`config.mk`:
```
export PLATFORM = sky130hd
export DESIGN_NAME = frame_writer
export DESIGN_NICKNAME = d
export VERILOG_FILES = /design/src/rtl/frame_writer.sv
export SDC_FILE = /design/constraint.sdc
export NUM_CORES = 1
export LEC_CHECK = 0
export ABC_AREA = 0
export CORE_AREA = 5 5 65 67
export CTS_BUF_LIST = sky130_fd_sc_hd__clkbuf_4
export CTS_CLUSTER_DIAMETER = 80
export CTS_CLUSTER_SIZE = 30
export DETAILED_ROUTE_END_ITERATION = 10
export DIE_AREA = 0 0 70 72
export GPL_TIMING_DRIVEN = 1
export PLACE_DENSITY_LB_ADDON = 0.05
export SYNTH_ARGS = -nofsm -noshare
export SYNTH_HDL_FRONTEND = slang
export SYNTH_SLANG_ARGS = --single-unit
```
`constraint.sdc`:
```
create_clock -name clk -period 1.5 [get_ports clk]
set_clock_uncertainty 0.1 [all_clocks]
set_input_delay 0.3 -clock clk [delete_from_list [all_inputs] [get_ports clk]]
set_output_delay 0.3 -clock clk [all_outputs]
set_load 0.02 [all_outputs]
```
`src/rtl/frame_writer.sv`:
```
// Packs a byte stream into WIDTH-bit words and writes one frame of DEPTH words
// to a synchronous single-port RAM with an auto-incrementing address.
module frame_writer #(
  parameter int unsigned WIDTH           = 16,
  parameter int unsigned DEPTH           = 8,
  parameter int unsigned HIGH_BYTE_FIRST = 1,
  localparam int unsigned ADDR_BITS      = $clog2(DEPTH)
) (
  input  logic                 clk,
  input  logic                 rst,
  input  logic                 frame_start,
  input  logic                 byte_valid,
  input  logic [7:0]           byte_data,
  output logic                 wr_en,
  output logic [ADDR_BITS-1:0] wr_addr,
  output logic [WIDTH-1:0]     wr_data,
  output logic                 busy,
  output logic                 frame_done,
  output logic [ADDR_BITS:0]   word_count,
  output logic                 overflow
);

  localparam int unsigned CNT_W = ADDR_BITS + 1;

  localparam logic [1:0] S_IDLE = 2'd0;
  localparam logic [1:0] S_HI   = 2'd1;
  localparam logic [1:0] S_LO   = 2'd2;
  localparam logic [1:0] S_DONE = 2'd3;

  logic [1:0]           r_state,      w_state;
  logic [ADDR_BITS-1:0] r_addr,       w_addr;
  logic [7:0]           r_first,      w_first;
  logic                 r_wr_en,      w_wr_en;
  logic [ADDR_BITS-1:0] r_wr_addr,    w_wr_addr;
  logic [WIDTH-1:0]     r_wr_data,    w_wr_data;
  logic                 r_busy,       w_busy;
  logic                 r_frame_done, w_frame_done;
  logic [CNT_W-1:0]     r_word_count, w_word_count;
  logic                 r_overflow,   w_overflow;
  logic [WIDTH-1:0]     w_word;

  // Byte order within the packed word.
  assign w_word = (HIGH_BYTE_FIRST != 0) ? WIDTH'({r_first, byte_data})
                                         : WIDTH'({byte_data, r_first});

  // State register and registered outputs.
  always_ff @(posedge clk) begin
    if (rst) begin
      r_state      <= S_IDLE;
      r_addr       <= '0;
      r_first      <= '0;
      r_wr_en      <= 1'b0;
      r_wr_addr    <= '0;
      r_wr_data    <= '0;
      r_busy       <= 1'b0;
      r_frame_done <= 1'b0;
      r_word_count <= '0;
      r_overflow   <= 1'b0;
    end else begin
      r_state      <= w_state;
      r_addr       <= w_addr;
      r_first      <= w_first;
      r_wr_en      <= w_wr_en;
      r_wr_addr    <= w_wr_addr;
      r_wr_data    <= w_wr_data;
      r_busy       <= w_busy;
      r_frame_done <= w_frame_done;
      r_word_count <= w_word_count;
      r_overflow   <= w_overflow;
    end
  end

  // Next-state and next-output logic; frame_start overrides everything (VSYNC before pixels).
  always_comb begin
    w_state      = r_state;
    w_addr       = r_addr;
    w_first      = r_first;
    w_wr_en      = 1'b0;
    w_wr_addr    = r_wr_addr;
    w_wr_data    = r_wr_data;
    w_frame_done = 1'b0;
    w_word_count = r_word_count;
    w_overflow   = r_overflow;

    if (frame_start) begin
      w_state      = S_HI;
      w_addr       = '0;
      w_first      = '0;
      w_word_count = '0;
      w_overflow   = 1'b0;
    end else begin
      case (r_state)
        S_HI: begin
          if (byte_valid) begin
            w_first = byte_data;
            w_state = S_LO;
          end
        end
        S_LO: begin
          if (byte_valid) begin
            w_wr_en   = 1'b1;
            w_wr_addr = r_addr;
            w_wr_data = w_word;
            if (r_word_count < CNT_W'(DEPTH)) begin
              w_word_count = r_word_count + CNT_W'(1);
            end
            if (r_addr == ADDR_BITS'(DEPTH - 1)) begin
              w_state      = S_DONE;
              w_frame_done = 1'b1;
            end else begin
              w_addr  = r_addr + ADDR_BITS'(1);
              w_state = S_HI;
            end
          end
        end
        S_DONE: begin
          if (byte_valid) begin
            w_overflow = 1'b1;
          end
        end
        default: begin
        end
      endcase
    end

    w_busy = (w_state == S_HI) || (w_state == S_LO);
  end

  assign wr_en      = r_wr_en;
  assign wr_addr    = r_wr_addr;
  assign wr_data    = r_wr_data;
  assign busy       = r_busy;
  assign frame_done = r_frame_done;
  assign word_count = r_word_count;
  assign overflow   = r_overflow;

endmodule
```
==> flow_metrics.env, run 1 <==
export IMPL_ff2ff_path_depth=6
export IMPL_vias_per_cell=4.86
export IMPL_cts_root_buf="clkbuf_4"
export IMPL_globalplace_congestion=0.776
export IMPL_synth_cells=181
export IMPL_hp_start="wr_addr[2]$_SDFFE_PP0P_"
export IMPL_core_um2=3580
export IMPL_grt_max_degree=18
export IMPL_insertion_delay_ns=0.34
export IMPL_syn_num_nets=199
export IMPL_peakVddDrop_mv=0.450
export IMPL_final_cell_mix="nand2_1, dfxtp_1, a21oi_1"
export IMPL_tightest_slew_ns=0.320
export IMPL_slew_viol_final=0
export IMPL_met2_usage_pct=26.8
export IMPL_p_per_area_nw_per_um2=821
export IMPL_antenna_found_initial=0
export IMPL_worst_endpoint_required_ns=1.67
export IMPL_num_rows=22
export IMPL_crit_family="compound AO/OA/AOI/OAI gates"
export IMPL_synthDistinctLibCells=24
export IMPL_num_vias=1375
export IMPL_path_buf_inv=0
export IMPL_ant_nets=0
export IMPL_cts_made_buffers=5
export IMPL_drive_gt1_share_pct=18.3
export IMPL_final_cells=283
export IMPL_use_met3_pct=5.12
export IMPL_fin_ws_ns=-0.0879
export IMPL_syn_cell_area_um2=1520
export IMPL_leakagePower_nw=0.881
export IMPL_crit_path_start_kind="flip-flop"
export IMPL_rsz0062_at_grt="true"
export IMPL_die_w_um=70
export IMPL_syn_area_per_cell_um2=8.39
export IMPL_wl_per_cell_um=12.9
export IMPL_reg2reg_from="r_addr[1]$_SDFFE_PP0P_"
export IMPL_cts_sinks=40
export IMPL_synth_top_area_share_pct=52.7
export IMPL_clk_pin_slew_worst_paths_ns=0.11
export IMPL_hold_buffers=0
export IMPL_cp_num_cells=6
export IMPL_gr_total_overflow=0
export IMPL_post_dp_hpwl_um=2780
export IMPL_max_cap_violations=0
export IMPL_ys_seq_elements=40
export IMPL_grt_pass1_wl_um=6170
export IMPL_dieArea_um2=5040
export IMPL_portBuffers=38
export IMPL_final_hold_violation_count=0
export IMPL_crit_slowest_cell="dfxtp_2"
export IMPL_status="finished with violations"
export IMPL_grt_pass1_vias=1359
export IMPL_cts_tree="done"
export IMPL_grt_busiest_layer="met2"
export IMPL_yosys_warnings=0
export IMPL_clk_path_buf_depth=2
export IMPL_drc=0
export IMPL_holdPathStages=2
export IMPL_start_util_pct=42.4
export IMPL_area_delta_synth_final_pct=41.0
export IMPL_met1_usage_pct=17.2
export IMPL_synth_seq_area_share_pct=52.7
export IMPL_n_antenna_cell=0
export IMPL_layout_commonest_cell="nand2_1"
export IMPL_setup_viol=2
export IMPL_nFillCells=349
export IMPL_io_pin_count=39
export IMPL_synth_area_leader_cell="dfxtp_1"
export IMPL_violations="negative setup slack"
export IMPL_timing_final_crit_share_pct=106
export IMPL_timing_fmax_ghz=0.630
export IMPL_crit_path_max_incr_delay_ns=0.35
export IMPL_synth_area_leaders="dfxtp_1, nand2_1, a21oi_1"
export IMPL_routed_wl_um=3650
export IMPL_die_h_um=72
export IMPL_relSlewSlack_pct=78.7
export IMPL_worstSetupStartpoint="r_addr[1]$_SDFFE_PP0P_"
export IMPL_placedCellCount=274
export IMPL_grt_usage_pct=15.4
export IMPL_drtIter0Drc=58
export IMPL_cp_cell_sequence="ha_4 -> ha_4 -> nand2b_4 -> a211o_1 -> o2111a_1 -> a211oi_2"
export IMPL_dr_pass1_iters=5
export IMPL_hp_class="reg -> reg"
export IMPL_critPathKind="reg -> reg"
export IMPL_period_minus_slack_ns=1.59
export IMPL_crit_top_cell="ha_4"
export IMPL_cp_max_fo=4
export IMPL_nets=253
export IMPL_worstPathArrival_ns=1.76
export IMPL_finalSetupTns_ns=-0.159
export IMPL_end_kind="flip-flop"
export IMPL_htreeDepth=2
## tightest hold or removal path, delay by kind of cell, from the launching register on
kind | cells | cell delay, ns
AND/OR/NAND/NOR | 1 | 0.05
flip-flops | 1 | 0.32
AO/OA/AOI/OAI | 1 | 0.05
## kinds of logic (layout without fill, tap and decap cells)
| family | Yosys count | in the layout | synth area share [%] |
|---|---|---|---|
| buffers and inverters | 13 | 67 | 4.04 |
| AO/OA/AOI/OAI | 39 | 39 | 14.3 |
| flip-flops | 40 | 40 | 52.7 |
| AND/OR/NAND/NOR | 80 | 80 | 22.2 |
| adder cells (fa/ha/maj) | 6 | 6 | 4.94 |
| XOR/XNOR | 3 | 3 | 1.73 |
## power breakdown
part	switching (W)	leakage, nW	internal, W
combinational	0.0000786	0.525	0.0000738
clock	0.000337	0.0315	0.000191
sequential	0.00000635	0.325	0.00107
## metrics by stage
stage / setup slack, ns / hold slack (ns) / total power, W / util [%] / cell area [µm²]
after floorplan: 0.00695 / 0.265 / 0.00116 / - / 1550
after detailed placement: -0.284 / 0.347 / 0.00124 / 58.4 / 2090
final: -0.0879 / 0.358 / 0.00176 / 59.9 / 2140
after global placement: -0.190 / 0.343 / 0.00124 / 58.4 / 2090
after global routing: -0.129 / 0.373 / 0.00184 / 59.9 / 2140
after CTS: -0.0853 / 0.361 / 0.00176 / 59.1 / 2110
## final timing paths
kind | to | slack, ns
worst max-delay path | busy$_SDFF_PP0_ | -0.09
worst min-delay path | wr_addr[2]$_SDFFE_PP0P_ | 0.36
worst max register to register | busy$_SDFF_PP0_ | -0.09
worst min register to register | wr_addr[2]$_SDFFE_PP0P_ | 0.36
## cells in the mapped netlist
master / number
buf_2: 4
dfxtp_1: 40
and3b_1: 1
nor2_1: 11
and2_1: 1
nand2_2: 1
xnor2_1: 2
xor2_1: 1
a21oi_1: 31
inv_1: 3
o21ai_0: 4
o211a_1: 1
buf_4: 2
ha_1: 6
or2_2: 1
clkbuf_1: 4
nand2b_1: 1
nand3_1: 10
nor2b_1: 1
nor2_4: 1
a211oi_2: 1
nand2_1: 52
a211o_1: 1
o2111a_1: 1
## per-layer routing
metal / wire (µm) / vias to the layer above
met5: 0 / -
met4: 88 / 0
met3: 189 / 10
met2: 1790 / 29
met1: 1580 / 631
li1: - / 705
## registers in the layout, indices dropped and copies added, names as in the netlist
name,cells
frame_done,1
r_state,2
busy,1
overflow,1
wr_data,16
word_count,4
wr_addr,3
r_addr,3
r_first,8
wr_en,1
## cell type report
type,count,area (µm²),area share (%)
Inverter,3,11.3,0.526
Clock inverter,1,5.00,0.234
Sequential cell,40,805,37.6
Clock buffer,6,45.0,2.10
Timing Repair Buffer,57,505,23.6
Tap cell,48,60.1,2.80
Multi-Input combinational cell,128,711,33.2
## repair_timing
action                                 in CTS  in global routing
resized for setup                          29                 19
buffers inserted                            0                  2
setup endpoints to repair                  29                 44
endpoints found under the hold margin       0                  0
pin swaps                                   1                  1
No activity file was read; power rests on OpenSTA's default activity.
==> inputs of run 2 (changes only) <==
Settings changed: ABC_AREA 0 to 1, REMOVE_ABC_BUFFERS set to 1.
==> flow_metrics.env, run 2 <==
export IMPL_max_cap_violations=0
export IMPL_hp_class="reg -> reg"
export IMPL_synth_cells=194
export IMPL_grt_usage_pct=14.0
export IMPL_die_h_um=72
export IMPL_synthFlopType="dfxtp_1"
export IMPL_synth_edff_count=0
export IMPL_crit_slowest_cell="dfxtp_1"
export IMPL_yosys_top_cells_count="nor2_1, dfxtp_1, o21ai_0, inv_1, nand2_1"
export IMPL_crit_path_max_incr_delay_ns=0.37
export IMPL_start_util_pct=42.6
export IMPL_cp_cell_sequence="dlygate4sd2_1"
export IMPL_critPathKind="reg -> out"
export IMPL_layout_commonest_cell="nor2_1"
export IMPL_maxUsedRoutingLayer="met4"
export IMPL_insertion_delay_ns=0.33
export IMPL_final_cell_mix="nor2_1, dfxtp_1, o21ai_0"
export IMPL_period_minus_slack_ns=1.45
export IMPL_synth_seq_area_share_pct=52.5
export IMPL_drive_gt1_share_pct=11.1
export IMPL_clk_pin_slew_worst_paths_ns=0.12
export IMPL_syn_cell_area_um2=1520
export IMPL_cts_made_buffers=5
export IMPL_wl_met1_um=1610
export IMPL_drtIter0Drc=89
export IMPL_gr_total_overflow=0
export IMPL_grt_pass1_wl_um=5750
export IMPL_fin_util_pct=57.1
export IMPL_slew_viol_final=0
export IMPL_grt_max_degree=20
export IMPL_routed_wl_um=3270
export IMPL_crit_path_start_kind="flip-flop"
export IMPL_dr_pass1_iters=6
export IMPL_async_flop_share_pct=0
export IMPL_worst_endpoint_required_ns=1.10
export IMPL_wl_met2_um=1460
export IMPL_rsz0062_at_grt="false"
export IMPL_synth_area_leaders="dfxtp_1, nor2_1, o21ai_0"
export IMPL_post_dp_hpwl_um=2400
export IMPL_drc=0
export IMPL_synthDistinctLibCells=18
export IMPL_peakVddDrop_mv=0.385
export IMPL_num_vias=1355
export IMPL_yosysMostFrequentCell="nor2_1"
export IMPL_n_antenna_cell=0
export IMPL_worstPathArrival_ns=1.05
export IMPL_synth_area_leader_cell="dfxtp_1"
export IMPL_dieArea_um2=5040
export IMPL_globalplace_congestion=0.790
export IMPL_cts_sinks=40
export IMPL_path_buf_inv=1
export IMPL_nets=260
export IMPL_timing_hold_ws_ns=0.360
export IMPL_r2r_slack_ns=0.09
export IMPL_relSlewSlack_pct=66.0
export IMPL_syn_area_per_cell_um2=7.86
export IMPL_grt_pass1_vias=1347
export IMPL_timing_final_crit_share_pct=96.5
export IMPL_synth_top_area_share_pct=52.5
export IMPL_totalPowerFinal_w=0.00190
export IMPL_cp_max_fo=2
export IMPL_leakagePower_nw=1.06
export IMPL_end_kind="output pin"
export IMPL_final_hold_violation_count=0
export IMPL_timing_fmax_ghz=0.691
export IMPL_tightest_slew_ns=0.510
export IMPL_area_delta_synth_final_pct=34.2
export IMPL_setup_viol=0
export IMPL_clk_path_buf_depth=2
export IMPL_ys_seq_elements=40
export IMPL_wl_per_cell_um=11.2
export IMPL_vias_per_cell=4.66
export IMPL_hold_buffers=0
export IMPL_antenna_found_initial=0
export IMPL_yosys_warnings=0
export IMPL_largest_register_ffs=16
export IMPL_wl_met3_um=149
export IMPL_htreeDepth=2
export IMPL_cts_tree="done"
export IMPL_num_rows=22
export IMPL_ant_nets=0
export IMPL_cts_setup_buffers=0
export IMPL_portBuffers=38
export IMPL_p_per_area_nw_per_um2=928
export IMPL_crit_family="flip-flops"
export IMPL_cts_root_buf="clkbuf_4"
export IMPL_die_w_um=70
export IMPL_status="finished, final reports clean"
export IMPL_core_um2=3580
export IMPL_io_pin_count=39
## run 2: changes by cell type in the layout (fill, tap and decap cells not counted), moves of 4 or more
cell,before,now
clkdlybuf4s15_1,5,1
o21ai_0,3,31
nor2_1,10,64
inv_1,3,15
nand3_1,10,4
buf_4,17,7
dlygate4sd2_1,18,23
nand2_1,51,14
a21oi_1,31,5
## run 2: final timing paths
kind	startpoint	end	cells past startpoint
max reg2reg	r_state[0]$_SDFF_PP0_	busy$_SDFF_PP0_	8
min	r_addr[0]$_SDFFE_PP0P_	r_addr[0]$_SDFFE_PP0P_	1
max	wr_data[8]$_SDFFE_PP0P_	wr_data[8]	1
min reg2reg	r_addr[0]$_SDFFE_PP0P_	r_addr[0]$_SDFFE_PP0P_	1
## run 2: cell type report
| type | instances | area [µm²] |
|---|---|---|
| flip-flops and latches | 40 | 805 |
| clock inverters | 3 | 37.5 |
| well taps | 48 | 60.1 |
| inverters | 16 | 62.6 |
| fillers | 366 | 1530 |
| repair buffers | 46 | 403 |
| multi-input cells | 133 | 639 |
| clock buffers | 5 | 37.5 |
## run 2: metal layers
metal  vias to the layer above  track usage, %
met5                         -               0
met4                         0            5.53
met3                         6            4.16
met2                        27            22.8
met1                       613            17.6
li1                        709               -
## run 2: report_power, final
part	total (W)	switching (W)	internal (W)	leakage (nW)
Sequential	0.00109	0.00000913	0.00108	0.325
Clock	0.000667	0.000327	0.000340	0.0403
Combinational	0.000142	0.0000776	0.0000647	0.694
Total	0.00190	0.000413	0.00148	1.06
## run 2: repair_timing
action | CTS | global route
pin swaps | 0 | 0
cloned | 0 | 0
resized for setup | 29 | 16
setup endpoints to repair | 28 | 24
## run 2: through the flow
stage | worst slack [ns] | cell area [µm²] | setup TNS (ns) | cells
after floorplan | 0.0647 | 1490 | 0 | 189
after global placement | -0.191 | 1990 | -5.78 | 283
after detailed placement | -0.227 | 1990 | -6.85 | 283
after CTS | 0.000734 | 2040 | 0 | 291
after global routing | 0.00256 | 2040 | 0 | 291
final | 0.0520 | 2040 | 0 | 291
## run 2: cell families (layout without fill, tap and decap cells)
kind of cell	Yosys count	count (layout)	synth area share (%)
buffers and inverters	21	70	6.07
flip-flops	40	40	52.5
adder cells (fa/ha/maj)	6	6	4.93
AND/OR/NAND/NOR	87	87	22.9
AO/OA/AOI/OAI	40	40	13.5
## run 2: worst register-to-register path, delay by kind of cell, from the launching register on
kind | cells | cell delay (ns)
compound gates | 1 | 0.15
flops | 1 | 0.38
buf+inv | 2 | 0.12
simple gates | 4 | 0.28
fa+ha+maj | 1 | 0.28
